**src/rtl/hero_run_anim_ctrl_if.sv**
```systemverilog
// Sprite memory bus between the hero animation controller and the ROM/palette.
// Latency: none (signal bundle only).
// Backpressure: none; the ROM answers one address per clock and the palette is a pure lookup.
//
// Signals:
//   rom_addr   controller -> ROM      sprite ROM address (registered in the controller)
//   rom_index  ROM -> controller      palette index, valid one clock after rom_addr
//   pal_index  controller -> palette  copy of rom_index
//   pal_r/g/b  palette -> controller  colour for pal_index, combinational
interface hero_run_anim_ctrl_if #(
    parameter int ADDR_W = 13
);
    logic [ADDR_W-1:0] rom_addr;
    logic [2:0]        rom_index;
    logic [2:0]        pal_index;
    logic [3:0]        pal_r;
    logic [3:0]        pal_g;
    logic [3:0]        pal_b;

    // Controller side
    modport master (
        output rom_addr,
        output pal_index,
        input  rom_index,
        input  pal_r,
        input  pal_g,
        input  pal_b
    );

    // ROM + palette side
    modport slave (
        input  rom_addr,
        input  pal_index,
        output rom_index,
        output pal_r,
        output pal_g,
        output pal_b
    );
endinterface

```
**src/rtl/hero_run_anim_ctrl.sv**
```systemverilog
// Hero running-animation sequencer: steps a 4-frame run cycle on video-frame ticks and maps draw coords to sprite ROM -> palette -> RGB.
// Latency: 3 Clk from draw_x/draw_y to red/green/blue and pix_valid, one pixel per clock.
// Backpressure: none; the pipeline advances every clock and cannot stall.
//
// Ports:
//   Clk, Reset_n          pixel clock, asynchronous active-low reset
//   frame_start           one-clock pulse per video frame; the only time the animation state moves
//   running               hero is running, sampled on frame_start
//   facing_left           mirror the sprite horizontally, sampled with draw_x
//   hero_x, hero_y        sprite top-left corner on screen
//   draw_x, draw_y        current VGA pixel
//   mem                   sprite ROM / palette bus (master side)
//   frame_sel             current animation frame
//   pix_valid             opaque hero pixel at the 3-clock-delayed coordinate
//   red, green, blue      colour for the delayed coordinate, zero when pix_valid is low
module hero_run_anim_ctrl #(
    parameter int SPRITE_W        = 32,
    parameter int SPRITE_H        = 48,
    parameter int FRAMES          = 4,
    parameter int TICKS_PER_FRAME = 6,
    parameter int ADDR_W          = 13
) (
    input  logic                        Clk,
    input  logic                        Reset_n,
    input  logic                        frame_start,
    input  logic                        running,
    input  logic                        facing_left,
    input  logic [9:0]                  hero_x,
    input  logic [9:0]                  hero_y,
    input  logic [9:0]                  draw_x,
    input  logic [9:0]                  draw_y,
    hero_run_anim_ctrl_if.master        mem,
    output logic [1:0]                  frame_sel,
    output logic                        pix_valid,
    output logic [3:0]                  red,
    output logic [3:0]                  green,
    output logic [3:0]                  blue
);

    localparam int TICK_W    = (TICKS_PER_FRAME > 1) ? $clog2(TICKS_PER_FRAME) : 1;
    localparam int FRAME_PIX = SPRITE_W * SPRITE_H;

    localparam logic [TICK_W-1:0] LAST_TICK  = TICK_W'(TICKS_PER_FRAME - 1);
    localparam logic [TICK_W-1:0] FIRST_TICK = TICK_W'(1);
    localparam logic [1:0]        LAST_FRAME = 2'(FRAMES - 1);

    localparam logic [9:0] SPR_W10   = 10'(SPRITE_W);
    localparam logic [9:0] SPR_H10   = 10'(SPRITE_H);
    localparam logic [9:0] SPR_WM1   = 10'(SPRITE_W - 1);

    typedef enum logic {
        STAND = 1'b0,
        RUN   = 1'b1
    } state_t;

    // ------------------------------------------------------------------
    // Animation FSM
    // ------------------------------------------------------------------
    state_t              state_q, state_nxt;
    logic [TICK_W-1:0]   tick_q,  tick_nxt;
    logic [1:0]          frame_q, frame_nxt;

    always_ff @(posedge Clk or negedge Reset_n) begin
        if (!Reset_n) begin
            state_q <= STAND;
            tick_q  <= '0;
            frame_q <= '0;
        end else begin
            state_q <= state_nxt;
            tick_q  <= tick_nxt;
            frame_q <= frame_nxt;
        end
    end

    // Everything holds between frame_start pulses, so frame_sel can only
    // change during vblank and a visible frame never mixes two sprites.
    always_comb begin
        state_nxt = state_q;
        tick_nxt  = tick_q;
        frame_nxt = frame_q;
        if (frame_start) begin
            case (state_q)
                STAND: begin
                    frame_nxt = '0;
                    tick_nxt  = '0;
                    if (running) begin
                        // The entry pulse already counts as the first tick.
                        state_nxt = RUN;
                        tick_nxt  = FIRST_TICK;
                    end
                end
                RUN: begin
                    if (!running) begin
                        state_nxt = STAND;
                        frame_nxt = '0;
                        tick_nxt  = '0;
                    end else if (tick_q == LAST_TICK) begin
                        tick_nxt  = '0;
                        frame_nxt = (frame_q == LAST_FRAME) ? 2'd0 : frame_q + 2'd1;
                    end else begin
                        tick_nxt  = tick_q + TICK_W'(1);
                    end
                end
                default: begin
                    state_nxt = STAND;
                    frame_nxt = '0;
                    tick_nxt  = '0;
                end
            endcase
        end
    end

    always_comb begin
        frame_sel = frame_q;
    end

    // ------------------------------------------------------------------
    // Stage 0: coordinate to sprite-local position
    // ------------------------------------------------------------------
    // Unsigned wrap makes pixels left of / above the sprite look huge, so a
    // single less-than per axis covers both sides of the box.
    logic [9:0]        dx, dy, col;
    logic              in_box;
    logic [ADDR_W-1:0] addr_d;

    always_comb begin
        dx     = draw_x - hero_x;
        dy     = draw_y - hero_y;
        in_box = (dx < SPR_W10) && (dy < SPR_H10);
        col    = facing_left ? (SPR_WM1 - dx) : dx;
        // Address is formed even out of the box; v1 masks the result later.
        addr_d = ADDR_W'(frame_q) * ADDR_W'(FRAME_PIX)
               + ADDR_W'(dy) * ADDR_W'(SPRITE_W)
               + ADDR_W'(col);
    end

    // ------------------------------------------------------------------
    // Stages 1..3: ROM address, ROM data, registered colour
    // ------------------------------------------------------------------
    logic [ADDR_W-1:0] rom_addr_q;
    logic              v1_q, v2_q;
    logic              pix_valid_q;
    logic [11:0]       rgb_q;
    logic              pix_valid_d;
    logic [11:0]       rgb_d;

    // Palette index 0 is the transparent key.
    always_comb begin
        pix_valid_d = v2_q && (mem.rom_index != 3'd0);
        rgb_d       = pix_valid_d ? {mem.pal_r, mem.pal_g, mem.pal_b} : 12'h000;
    end

    always_ff @(posedge Clk or negedge Reset_n) begin
        if (!Reset_n) begin
            rom_addr_q  <= '0;
            v1_q        <= 1'b0;
            v2_q        <= 1'b0;
            pix_valid_q <= 1'b0;
            rgb_q       <= 12'h000;
        end else begin
            rom_addr_q  <= addr_d;
            v1_q        <= in_box;
            v2_q        <= v1_q;          // lines up with rom_index
            pix_valid_q <= pix_valid_d;
            rgb_q       <= rgb_d;
        end
    end

    assign mem.rom_addr  = rom_addr_q;
    assign mem.pal_index = mem.rom_index;

    assign pix_valid = pix_valid_q;
    assign red       = rgb_q[11:8];
    assign green     = rgb_q[7:4];
    assign blue      = rgb_q[3:0];

endmodule

```
**src/flat_wrapper.sv**
```systemverilog
// flat-port wrapper written by rule: the top's interface ports become plain ports
module hero_run_anim_ctrl_flat 
#(
    parameter int SPRITE_W        = 32,
    parameter int SPRITE_H        = 48,
    parameter int FRAMES          = 4,
    parameter int TICKS_PER_FRAME = 6,
    parameter int ADDR_W          = 13
)
  (Clk, Reset_n, frame_start, running, facing_left, hero_x, hero_y, draw_x, draw_y, frame_sel, pix_valid, red, green, blue, mem_rom_addr, mem_pal_index, mem_rom_index, mem_pal_r, mem_pal_g, mem_pal_b);
  hero_run_anim_ctrl_if #(.ADDR_W(ADDR_W)) mem_i ();
  input  logic Clk;
  input  logic Reset_n;
  input  logic frame_start;
  input  logic running;
  input  logic facing_left;
  input  logic [9:0] hero_x;
  input  logic [9:0] hero_y;
  input  logic [9:0] draw_x;
  input  logic [9:0] draw_y;
  output logic [1:0] frame_sel;
  output logic pix_valid;
  output logic [3:0] red;
  output logic [3:0] green;
  output logic [3:0] blue;
  output wire logic [$bits(mem_i.rom_addr)-1:0] mem_rom_addr;
  output wire logic [$bits(mem_i.pal_index)-1:0] mem_pal_index;
  input wire logic [$bits(mem_i.rom_index)-1:0] mem_rom_index;
  input wire logic [$bits(mem_i.pal_r)-1:0] mem_pal_r;
  input wire logic [$bits(mem_i.pal_g)-1:0] mem_pal_g;
  input wire logic [$bits(mem_i.pal_b)-1:0] mem_pal_b;
  assign mem_rom_addr = mem_i.rom_addr;
  assign mem_pal_index = mem_i.pal_index;
  assign mem_i.rom_index = mem_rom_index;
  assign mem_i.pal_r = mem_pal_r;
  assign mem_i.pal_g = mem_pal_g;
  assign mem_i.pal_b = mem_pal_b;
  hero_run_anim_ctrl #(.SPRITE_W(SPRITE_W), .SPRITE_H(SPRITE_H), .FRAMES(FRAMES), .TICKS_PER_FRAME(TICKS_PER_FRAME), .ADDR_W(ADDR_W)) u_core (.Clk(Clk), .Reset_n(Reset_n), .frame_start(frame_start), .running(running), .facing_left(facing_left), .hero_x(hero_x), .hero_y(hero_y), .draw_x(draw_x), .draw_y(draw_y), .mem(mem_i), .frame_sel(frame_sel), .pix_valid(pix_valid), .red(red), .green(green), .blue(blue));
endmodule
```
**config.mk**
```make
export PLATFORM = sky130hd
export DESIGN_NAME = hero_run_anim_ctrl_flat
export DESIGN_NICKNAME = d
export VERILOG_FILES = /design/src/rtl/hero_run_anim_ctrl_if.sv /design/src/rtl/hero_run_anim_ctrl.sv /design/src/flat_wrapper.sv
export SDC_FILE = /design/constraint.sdc
export NUM_CORES = 1
export LEC_CHECK = 0
export BUFFER_PORTS_ARGS = -buffer_cell sky130_fd_sc_hd__buf_4
export CORE_ASPECT_RATIO = 0.6
export CORE_MARGIN = 2
export CORE_UTILIZATION = 46
export CTS_CLUSTER_SIZE = 10
export DETAILED_ROUTE_END_ITERATION = 12
export GPL_TIMING_DRIVEN = 0
export MAX_ROUTING_LAYER = met4
export PLACE_DENSITY = 0.89
export SLEW_MARGIN = 20
export SYNTH_ARGS = -nofsm -noshare
export SYNTH_HDL_FRONTEND = slang
export SYNTH_SLANG_ARGS = --single-unit
```
**constraint.sdc**
```tcl
create_clock -name Clk -period 2.4 [get_ports Clk]
set_input_delay 0.12 -clock Clk [delete_from_list [all_inputs] [get_ports Clk]]
set_output_delay 0.12 -clock Clk [all_outputs]
set_load 0.05 [all_outputs]
```
After elaboration in Yosys (flattened, before gate mapping):

Cells that the tools add are included.

* flip-flop bits (word level): 34
* input port bits: 60
* output and inout port bits: 31
* logic and storage cells: 37

* $add $sub $neg: 7
* multipliers: 1
* order comparisons: 2
* equal/unequal tests: 3
* multiplexer cells: 11
* bitwise logic cells: 1
* reduce and logical (&&, ||, !) cells: 4

Operators with widths (count)
* 10-bit by 6-bit < comparator with 1-bit output (second input constant): 2
* 10-bit subtractor: 2
* 13-bit by 10-bit adder with 13-bit output: 1
* 13-bit adder: 1
* 12-bit 2-to-1 mux: 1
* 10-bit 2-to-1 mux: 1
* 5-bit by 10-bit subtractor with 10-bit output (first input constant): 1
* 2-bit 2-to-1 mux: 3
* 3-bit 2-to-1 mux: 2
* 3-bit one-hot mux with 2 select lines: 1
* 2-bit by 2-bit multiplier with 4-bit output (second input constant): 1
* 2-bit one-hot mux with 2 select lines: 1
* 3-bit by 1-bit adder with 3-bit output (second input constant): 1
* 3-bit equality test (second input constant): 1
* 3-bit != test (second input constant): 1
* 3-bit nonzero test: 1
* 2-bit by 1-bit adder with 2-bit output (second input constant): 1
* 2-bit equality test (second input constant): 1
* 1-bit logical AND: 2
* 1-bit 2-to-1 mux: 2
* 2-bit AND reduction: 1
* 1-bit inverter: 1

Logic depth before layout (Yosys ltp):

Gate-level depths: netlist (run 1).

* depth after elaboration: 5
* gate-level depth with buffers: 21
* gate-level depth less buffers: 20

Least setup slack after synthesis (run 1):

OpenSTA, ideal clock, no wires.

* path kind: input -> register
* start point: input hero_x[4]
* end point: register u_core.rom_addr_q[12] (netlist: u_core.mem.rom_addr[12])
* library setup time: 0.079 ns
* arrival: 3.780 ns
* required time: 2.321 ns
* slack: -1.459 ns
* stages on the path: 19
* buffers on the path: 1
* path through: inv_1 -> ha_1 -> clkbuf_1 -> or4b_1 -> o2111ai_1 -> nor3_1 -> ha_1 -> nor2b_1 -> a311oi_1 -> o21ai_1 -> xnor2_1 -> fa_1 -> inv_1 -> ha_1 -> o21ai_0 -> a21boi_1 -> nor4_1 -> a311oi_1 -> xor2_1

* longest elaborated chain between the ends: 4

Ends and longest elaborated chain
* start, declared: line flat_wrapper.sv:17 `input logic [9:0] hero_x;`
* 10-bit subtractor (*): line hero_run_anim_ctrl.sv:127 `dx = draw_x - hero_x;`
* 5-bit by 10-bit subtractor with 10-bit output: line hero_run_anim_ctrl.sv:130 `col = facing_left ? (SPR_WM1 - dx) : dx;`
* 10-bit 2-to-1 mux (*): line hero_run_anim_ctrl.sv:130
* 13-bit by 10-bit adder with 13-bit output (*): line hero_run_anim_ctrl.sv:134 `+ ADDR_W'(col);`
* net u_core.addr_d[12]: line hero_run_anim_ctrl.sv:124 `logic [ADDR_W-1:0] addr_d;`
* end signal, assigned: line hero_run_anim_ctrl.sv:161 `rom_addr_q <= addr_d;`
* end, declared: line hero_run_anim_ctrl.sv:140 `logic [ADDR_W-1:0] rom_addr_q;`

The timed path passes the listed nets; every way through them passes the cells marked *.
A chain may end at the register's enable or synchronous reset.

Worst setup path in the final report (run 1):

* start point: input draw_x[0]
* end point: register u_core.rom_addr_q[12] (netlist: u_core.mem.rom_addr[12])

* longest elaborated chain between the ends: 4

Ends and longest elaborated chain
* start, declared: line flat_wrapper.sv:19 `input logic [9:0] draw_x;`
* 10-bit subtractor (*): line hero_run_anim_ctrl.sv:127
* 5-bit by 10-bit subtractor with 10-bit output: line hero_run_anim_ctrl.sv:130
* 10-bit 2-to-1 mux (*): line hero_run_anim_ctrl.sv:130
* 13-bit by 10-bit adder with 13-bit output (*): line hero_run_anim_ctrl.sv:134
* net u_core.addr_d[12]: line hero_run_anim_ctrl.sv:124

Marked as above.

==> flow_summary.ini, run 1 <==
[run_status]
run_status = complete, but fails checks
violations = setup timing

[synthesis]
yosysTopAreaCell = sky130_fd_sc_hd__dfrtp_1
combinational_family_with_the_most_area_after_synthesis = adder cells
ys_top_cells_by_count = sky130_fd_sc_hd__inv_1, sky130_fd_sc_hd__dfrtp_1, sky130_fd_sc_hd__ha_1
synth-async-reset-ratio = 1.00
netlist_area_um2 = 2560
synth.yosys.seq_area_share = 0.333
dominantRegCellSynth = sky130_fd_sc_hd__dfrtp_1
synth_cell_types = 47
synth.yosys.warnings = 0
synth_xor_xnor_area_share = 0.0924
synth_edf_count = 0
post_synth.cell_area_avg_um2 = 9.37
synth_simple_gate_area_share = 0.153
synth.ff_latch_count = 34
synth_nets = 370
synth_area_in_compound_gates = 0.153
synthMostInstantiatedCell = sky130_fd_sc_hd__inv_1
adder_cell_fraction_of_synth_area = 0.193
yosys-top-cells-area = sky130_fd_sc_hd__dfrtp_1, sky130_fd_sc_hd__ha_1, sky130_fd_sc_hd__xnor2_1
mux_contribution_to_synthesized_area = 0.00831
synth.top_cell.area_share = 0.333
syn-instance-count = 273

[final_layout]
area.growth.synth_to_final_pct = 42.2
final_cells = 445
design.final.nets = 475
ratio_of_cells_with_drive_above_1_in_the_final_layout = 0.372
stdcell_area_um2 = 3640
antenna_cells_inserted = 0

[grt]
first_global_vias = 2065
antenna_violations_before_repair = 0
layer_carrying_the_most_global_route_usage = met2
grt_pass1_wl_mm = 9.23
pin_count_of_the_biggest_net_entering_global_routing = 35
grt-ovfl-total = 0
track_usage = 0.197
gr-usage-met2 = 0.334
grtUsageMet3 = 0.0313
met1_use_gr = 0.258

[hold_path]
holdCritPathClass = input pin to flip-flop
hold_path.startpoint = mem_pal_b[1]

[worst_setup_path]
critical-path-top-cell-by-count = sky130_fd_sc_hd__ha_4
r2r_path_start = u_core.frame_sel[0]
cp_data_required_time_ps = 2600
critical_path.cell_chain = buf_8 > inv_12 > ha_4 > fa_2 > nand3b_1 > a211oi_2 > nor3_4 > ha_2 > nand2_2 > a21oi_2 > a311oi_1 > o21ai_1 > xnor2_1 > fa_1 > inv_2 > ha_4 > o21ai_4 > a21boi_2 > buf_4 > a311oi_2 > xor2_1
timing.critical_path.fanout_max = 4
cpLargestDelayFamily = adder cells
start_kind = input pin
endpoint_kind = flip-flop
worst-setup-path-type = input pin to flip-flop
critPathBufInv = 4
cpMaxStageDelayCell = sky130_fd_sc_hd__fa_1
data_arrival_at_the_endpoint_of_the_critical_path_ps = 3780
critical-path-max-stage-delay_ps = 460
cp-startpoint = draw_x[0]

[floorplanning]
core_region_area_um2 = 5200
design.portCount = 91
initial_utilization = 0.492
x_dimension_of_the_die_um = 100
fp-row-count = 20
die-area_um2 = 6190
die-height_um = 61.8

[clock_network]
clock_sink_count = 34
clock_insertion_delay_worst_skew_ps = 270
root_buffer = sky130_fd_sc_hd__clkbuf_8
htreeDepth = 2
tritoncts = built
clock_input_transition_at_the_sequential_cells_of_the_worst_setup_and_hold_paths_ps = 60
cts-buffers-inserted = 5
max-clock-path-buffers = 2

[placed_design]
port_buffer_cells = 89
place.gp.congestion = 0.818
dpl.hpwl_mm = 4.73
placed_cells_incl_taps = 428
placed_area_um2 = 3410
setup_slack_after_placement_ps = -1570

[power_and_ir_drop]
irDropWorstVdd_mv = 0.300
power-per-cell-area_nw_per_um2 = 746
total_leakage_power_nw = 1.86

[detailed_routing]
dr.first_iter.drc_count = 91
dr_total_vias = 2271
drt_pass1_iterations = 4
total_routed_length_mm = 5.88
drc_errors = 0
via_per_inst = 5.10
detail_route.wl_per_cell_um = 13.2
drt.antenna.violating_nets = 0

[timing]
timing.clock.skew_ps = 2.03
max_clk_rate_mhz = 279
final-hold-violation-count = 0
setup-violations-final = 6
timing.final.ws_setup_ps = -1180
max_slew.worst_pin.slew_ps = 579
max-slew-margin-rel = 0.610
finalHoldWorstSlack_ps = 49.8
post-route-period-util = 1.49
period_minus_slack_ps = 3580
rsz0062_at_grt = yes
finalMaxSlewViolations = 0

[flow_run]
drv.max_cap_violation_count = 0
[cells by family (layout without fill, tap and decap cells)]
logic type                 after synthesis  count (layout)
adders and majority gates               37              37
AOI/OAI and AO/OA                       59              59
and+or+nand+nor                         71              71
xor gates and xnor gates                27              27
buffers and inverters                   43             149
DFF                                     34              34
muxes                                    2               2
[per-stage QoR]
stage | TNS (ps) | utilization | power, mW
finish | -4840 | 0.699 | 2.71
global route | -5590 | 0.699 | 2.88
CTS | -4460 | 0.685 | 2.60
detailed placement | -6630 | 0.655 | 2.12
global placement | -5950 | 0.655 | 2.07
floorplan | -3820 | - | 1.71
[cell usage in the layout (no fill, tap or decap), types with 2 or more instances in the layout]
| cell | instances |
|---|---|
| sky130_fd_sc_hd__buf_4 | 99 |
| sky130_fd_sc_hd__dfrtp_1 | 34 |
| sky130_fd_sc_hd__inv_1 | 31 |
| sky130_fd_sc_hd__ha_1 | 28 |
| sky130_fd_sc_hd__xnor2_1 | 21 |
| sky130_fd_sc_hd__and2_1 | 17 |
| sky130_fd_sc_hd__nand2_1 | 13 |
| sky130_fd_sc_hd__nor2_1 | 13 |
| sky130_fd_sc_hd__o21ai_0 | 11 |
| sky130_fd_sc_hd__a21oi_1 | 8 |
| sky130_fd_sc_hd__clkbuf_8 | 7 |
| sky130_fd_sc_hd__a21o_1 | 7 |
| sky130_fd_sc_hd__xor2_1 | 6 |
| sky130_fd_sc_hd__o21ai_1 | 5 |
| sky130_fd_sc_hd__inv_2 | 4 |
| sky130_fd_sc_hd__nand2b_1 | 4 |
| sky130_fd_sc_hd__nor2b_1 | 4 |
| sky130_fd_sc_hd__clkbuf_1 | 3 |
| sky130_fd_sc_hd__a21oi_2 | 3 |
| sky130_fd_sc_hd__nand3_1 | 3 |
| sky130_fd_sc_hd__o31ai_1 | 3 |
| sky130_fd_sc_hd__ha_4 | 3 |
| sky130_fd_sc_hd__and4_1 | 2 |
| sky130_fd_sc_hd__o2111ai_2 | 2 |
| sky130_fd_sc_hd__nor3_1 | 2 |
| sky130_fd_sc_hd__a311oi_1 | 2 |
| sky130_fd_sc_hd__nand4_1 | 2 |
| sky130_fd_sc_hd__a211oi_1 | 2 |
| sky130_fd_sc_hd__nor4_1 | 2 |
| sky130_fd_sc_hd__fa_1 | 2 |
| sky130_fd_sc_hd__fa_2 | 2 |
| sky130_fd_sc_hd__ha_2 | 2 |
[where the power goes]
part,leakage [nW],switching [mW],internal (mW),total [mW]
Clock,0.0482,0.183,0.231,0.414
Sequential,0.439,0.0412,0.675,0.716
Combinational,1.37,0.915,0.669,1.58
[layer usage]
metal	vias up	wire, µm
li1	1144	-
met1	1021	2810
met2	97	2590
met3	9	420
met4	0	65
met5	-	0
[worst reg2reg max path, cell delays in order (launching register included)]
cell and delay [ps]:
sky130_fd_sc_hd__dfrtp_1 410, sky130_fd_sc_hd__inv_1 110, sky130_fd_sc_hd__ha_1 310, sky130_fd_sc_hd__inv_1 50, sky130_fd_sc_hd__ha_1 200, sky130_fd_sc_hd__ha_1 340, sky130_fd_sc_hd__and2_1 180, sky130_fd_sc_hd__o21ai_0 140
sky130_fd_sc_hd__o31ai_1 110, sky130_fd_sc_hd__a311oi_2 300, sky130_fd_sc_hd__xor2_1 160
[path summary, 6_finish.rpt]
kind                                      endpoint  cells after the start  slack, ps
max in group asynchronous  u_core.mem.rom_addr[11]                      2       1750
min reg2reg                            u_core.v2_q                      0        360
min                                u_core.rgb_q[1]                      2         50
min in group asynchronous         u_core.tick_q[2]                      2        350
max reg2reg                u_core.mem.rom_addr[12]                     10         20
max                        u_core.mem.rom_addr[12]                     21      -1180
[sequential cells by signal, indices dropped and copies added, names as in the netlist]
register             count
u_core.mem.rom_addr     13
u_core.rgb_q            12
u_core.tick_q            3
u_core.frame_sel         2
u_core.pix_valid         1
u_core.state_q           1
u_core.v1_q              1
u_core.v2_q              1
[what timing repair did]
action                     in CTS  in global routing
resized for setup               7                 10
buffers inserted                5                  3
pin swaps                      16                  8
hold buffers                    1                  0
setup endpoints to repair       6                  6
hold endpoints to repair       34                  0
[area by class of cell]
type	instances	area (µm²)
fill	393	1570
clock inverter	1	5.00
sequential	34	851
buffer	7	51.3
tap	66	82.6
inverter	36	148
multi-input combinational	196	1670
clock buffer	7	86.3
timing repair buffer	98	749
(Power assumes the default switching activity.)
==> inputs of run 2 (changes only) <==
--- a/config.mk
+++ b/config.mk
@@ -7,7 +7,6 @@
 export LEC_CHECK = 0
 export BUFFER_PORTS_ARGS = -buffer_cell sky130_fd_sc_hd__buf_4
 export CORE_ASPECT_RATIO = 0.6
-export CORE_MARGIN = 2
 export CORE_UTILIZATION = 46
 export CTS_CLUSTER_SIZE = 10
 export DETAILED_ROUTE_END_ITERATION = 12
==> run 2 against run 1 <==
  * The run ends with DRC, setup timing left
  * Power is 1.4% higher
  * First-iteration DRC count is 19% lower
  * Final cell count is 0.67% higher
==> flow_summary.ini, run 2 (synthesized netlist as in run 1, its figures left out) <==
[floorplanning]
design.portCount = 91
initial_utilization = 0.492
core_region_area_um2 = 5200
die-height_um = 59.8
fp-row-count = 20
die-area_um2 = 5870
x_dimension_of_the_die_um = 98.3

[timing]
timing.clock.skew_ps = 1.82
setup-violations-final = 6
max_clk_rate_mhz = 288
fin_tns_setup_ps = -4350
rsz0062_at_grt = yes
post-route-period-util = 1.45
timing.final.ws_setup_ps = -1070
finalMaxSlewViolations = 0
max_slew.worst_pin.slew_ps = 573
period_minus_slack_ps = 3470
final-hold-violation-count = 0
max-slew-margin-rel = 0.618

[clock_network]
cts-buffers-inserted = 5
tritoncts = built
clock_input_transition_at_the_sequential_cells_of_the_worst_setup_and_hold_paths_ps = 60
root_buffer = sky130_fd_sc_hd__clkbuf_8
clock_insertion_delay_worst_skew_ps = 270
max-clock-path-buffers = 2
clock_sink_count = 34
htreeDepth = 2

[grt]
pin_count_of_the_biggest_net_entering_global_routing = 35
grt_pass1_wl_mm = 9.11
grt-ovfl-total = 0
antenna_violations_before_repair = 0
first_global_vias = 2060
track_usage = 0.203

[worst_setup_path]
start_kind = input pin
critical_path.cell_chain = buf_8 > inv_12 > ha_4 > fa_2 > nand3b_1 > a211oi_2 > nor3_2 > ha_2 > nand2_2 > a21oi_2 > a311oi_1 > o21ai_1 > xnor2_1 > fa_1 > inv_2 > ha_4 > o21ai_4 > a21boi_2 > buf_4 > a311oi_2 > xor2_1
worst-setup-path-type = input pin to flip-flop
critPathBufInv = 4
critical-path-max-stage-delay_ps = 460
cp_data_required_time_ps = 2590
r2r_path_start = u_core.frame_sel[0]
cpMaxStageDelayCell = sky130_fd_sc_hd__fa_1
critical-path-top-cell-by-count = sky130_fd_sc_hd__ha_4
cpLargestDelayFamily = adder cells
cp-startpoint = draw_x[0]
data_arrival_at_the_endpoint_of_the_critical_path_ps = 3660
endpoint_kind = flip-flop
timing.critical_path.fanout_max = 4

[placed_design]
dpl.hpwl_mm = 4.50
port_buffer_cells = 89
placed_area_um2 = 3410
place.gp.congestion = 0.817
placed_cells_incl_taps = 428

[run_status]
run_status = complete, but fails checks
violations = DRC, setup timing

[final_layout]
ratio_of_cells_with_drive_above_1_in_the_final_layout = 0.393
most-common-layout-cells = sky130_fd_sc_hd__buf_4, sky130_fd_sc_hd__dfrtp_1, sky130_fd_sc_hd__inv_1
design.final.nets = 478
largest_register_ffs = 13
stdcell_area_um2 = 3680
n_fill_cell = 403
area.growth.synth_to_final_pct = 43.8
area.sequential_um2 = 851
final_cells = 448
layout.cells.most_common = sky130_fd_sc_hd__buf_4
antenna_cells_inserted = 0
multi_input_area_um2 = 1680

[power_and_ir_drop]
power-per-cell-area_nw_per_um2 = 748
seqPwrFrac = 0.260
power_report.internal_total_mw = 1.61
total_leakage_power_nw = 1.88
combinationalPowerShare = 0.592
p_sw_frac = 0.415
irDropWorstVdd_mv = 0.303
p_sw_mw = 1.14
pwr-share-clk = 0.148

[detailed_routing]
total_routed_length_mm = 5.64
dr_total_vias = 2232
drt.antenna.violating_nets = 0
drc_errors = 9
drt_pass1_iterations = 10
detail_route.wl_per_cell_um = 12.6
via_per_inst = 4.98
dr.first_iter.drc_count = 74

[hold_path]
holdCritPathClass = input pin to flip-flop
hold_path.startpoint = mem_pal_g[3]

[flow_run]
drv.max_cap_violation_count = 0
==> run 2: cell count changes in the layout (fill, tap and decap cells not counted), sizes merged <==
cell / delta
buf: +4
clkbuf: -1
==> run 2: layout make-up <==
| type | count | area share |
|---|---|---|
| Clock inverter | 1 | 0.00136 |
| Clock buffer | 7 | 0.0235 |
| Timing Repair Buffer | 102 | 0.213 |
| Tap cell | 66 | 0.0224 |
| Multi-Input combinational cell | 196 | 0.457 |
| Buffer | 6 | 0.0112 |
| Inverter | 36 | 0.0401 |
| Sequential cell | 34 | 0.231 |
==> run 2: power by group through the flow <==
stage          Clock (mW)  Sequential (mW)  Combinational (mW)
4_1_cts             0.425            0.715                1.49
2_1_floorplan           0             1.04               0.677
3_5_place_dp            0            0.725                1.39
5_1_grt             0.456            0.723                1.75
6_report            0.407            0.715                1.63
3_3_place_gp            0            0.719                1.35
==> run 2: worst reg2reg max path: stages (launching register included) <==
cell and delay [ps]:
sky130_fd_sc_hd__dfrtp_1 440, sky130_fd_sc_hd__inv_1 110, sky130_fd_sc_hd__ha_1 320, sky130_fd_sc_hd__inv_1 50
sky130_fd_sc_hd__ha_1 190, sky130_fd_sc_hd__ha_1 340, sky130_fd_sc_hd__and2_1 180, sky130_fd_sc_hd__o21ai_0 130
sky130_fd_sc_hd__o31ai_1 100, sky130_fd_sc_hd__a311oi_2 270, sky130_fd_sc_hd__xor2_1 180
==> run 2: path summary, 6_finish.rpt <==
| kind | slack [ps] | endpoint | depth (start not counted) |
|---|---|---|---|
| setup / recovery | -1070 | u_core.mem.rom_addr[12] | 21 |
| hold / removal | 50 | u_core.rgb_q[7] | 2 |
| setup reg to reg | 10 | u_core.mem.rom_addr[12] | 10 |
| hold reg to reg | 350 | u_core.v2_q | 0 |
| max in group asynchronous | 1780 | u_core.mem.rom_addr[7] | 2 |
| min in group asynchronous | 330 | u_core.rgb_q[11] | 2 |
==> run 2: per-stage QoR <==
step,total power [mW],utilization,hold WS [ps],setup WS (ps)
2_1_floorplan,1.71,-,-176,-1100
3_3_place_gp,2.07,0.655,77.3,-1470
3_5_place_dp,2.11,0.655,79.3,-1570
4_1_cts,2.63,0.694,45.3,-1180
5_1_grt,2.93,0.707,42.4,-1260
6_report,2.75,0.707,54.9,-1070
==> run 2: what timing repair did <==
item / 4_1_cts / 5_1_grt
hold buffers: 1 / 0
pin swaps: 16 / 14
setup buffers: 8 / 4
gates resized for setup: 13 / 11
endpoints found under the setup margin: 6 / 6
endpoints found under the hold margin: 34 / 0
==> run 2: per-layer routing <==
| metal | up-vias | wire length [µm] | part of all wire | GRT usage |
|---|---|---|---|---|
| li1 | 1147 | - | - | - |
| met1 | 993 | 2780 | 0.49 | 0.270 |
| met2 | 88 | 2430 | 0.43 | 0.327 |
| met3 | 4 | 397 | 0.070 | 0.0327 |
| met4 | 0 | 26 | 0.0046 | 0.0512 |
| met5 | - | 0 | 0 | - |
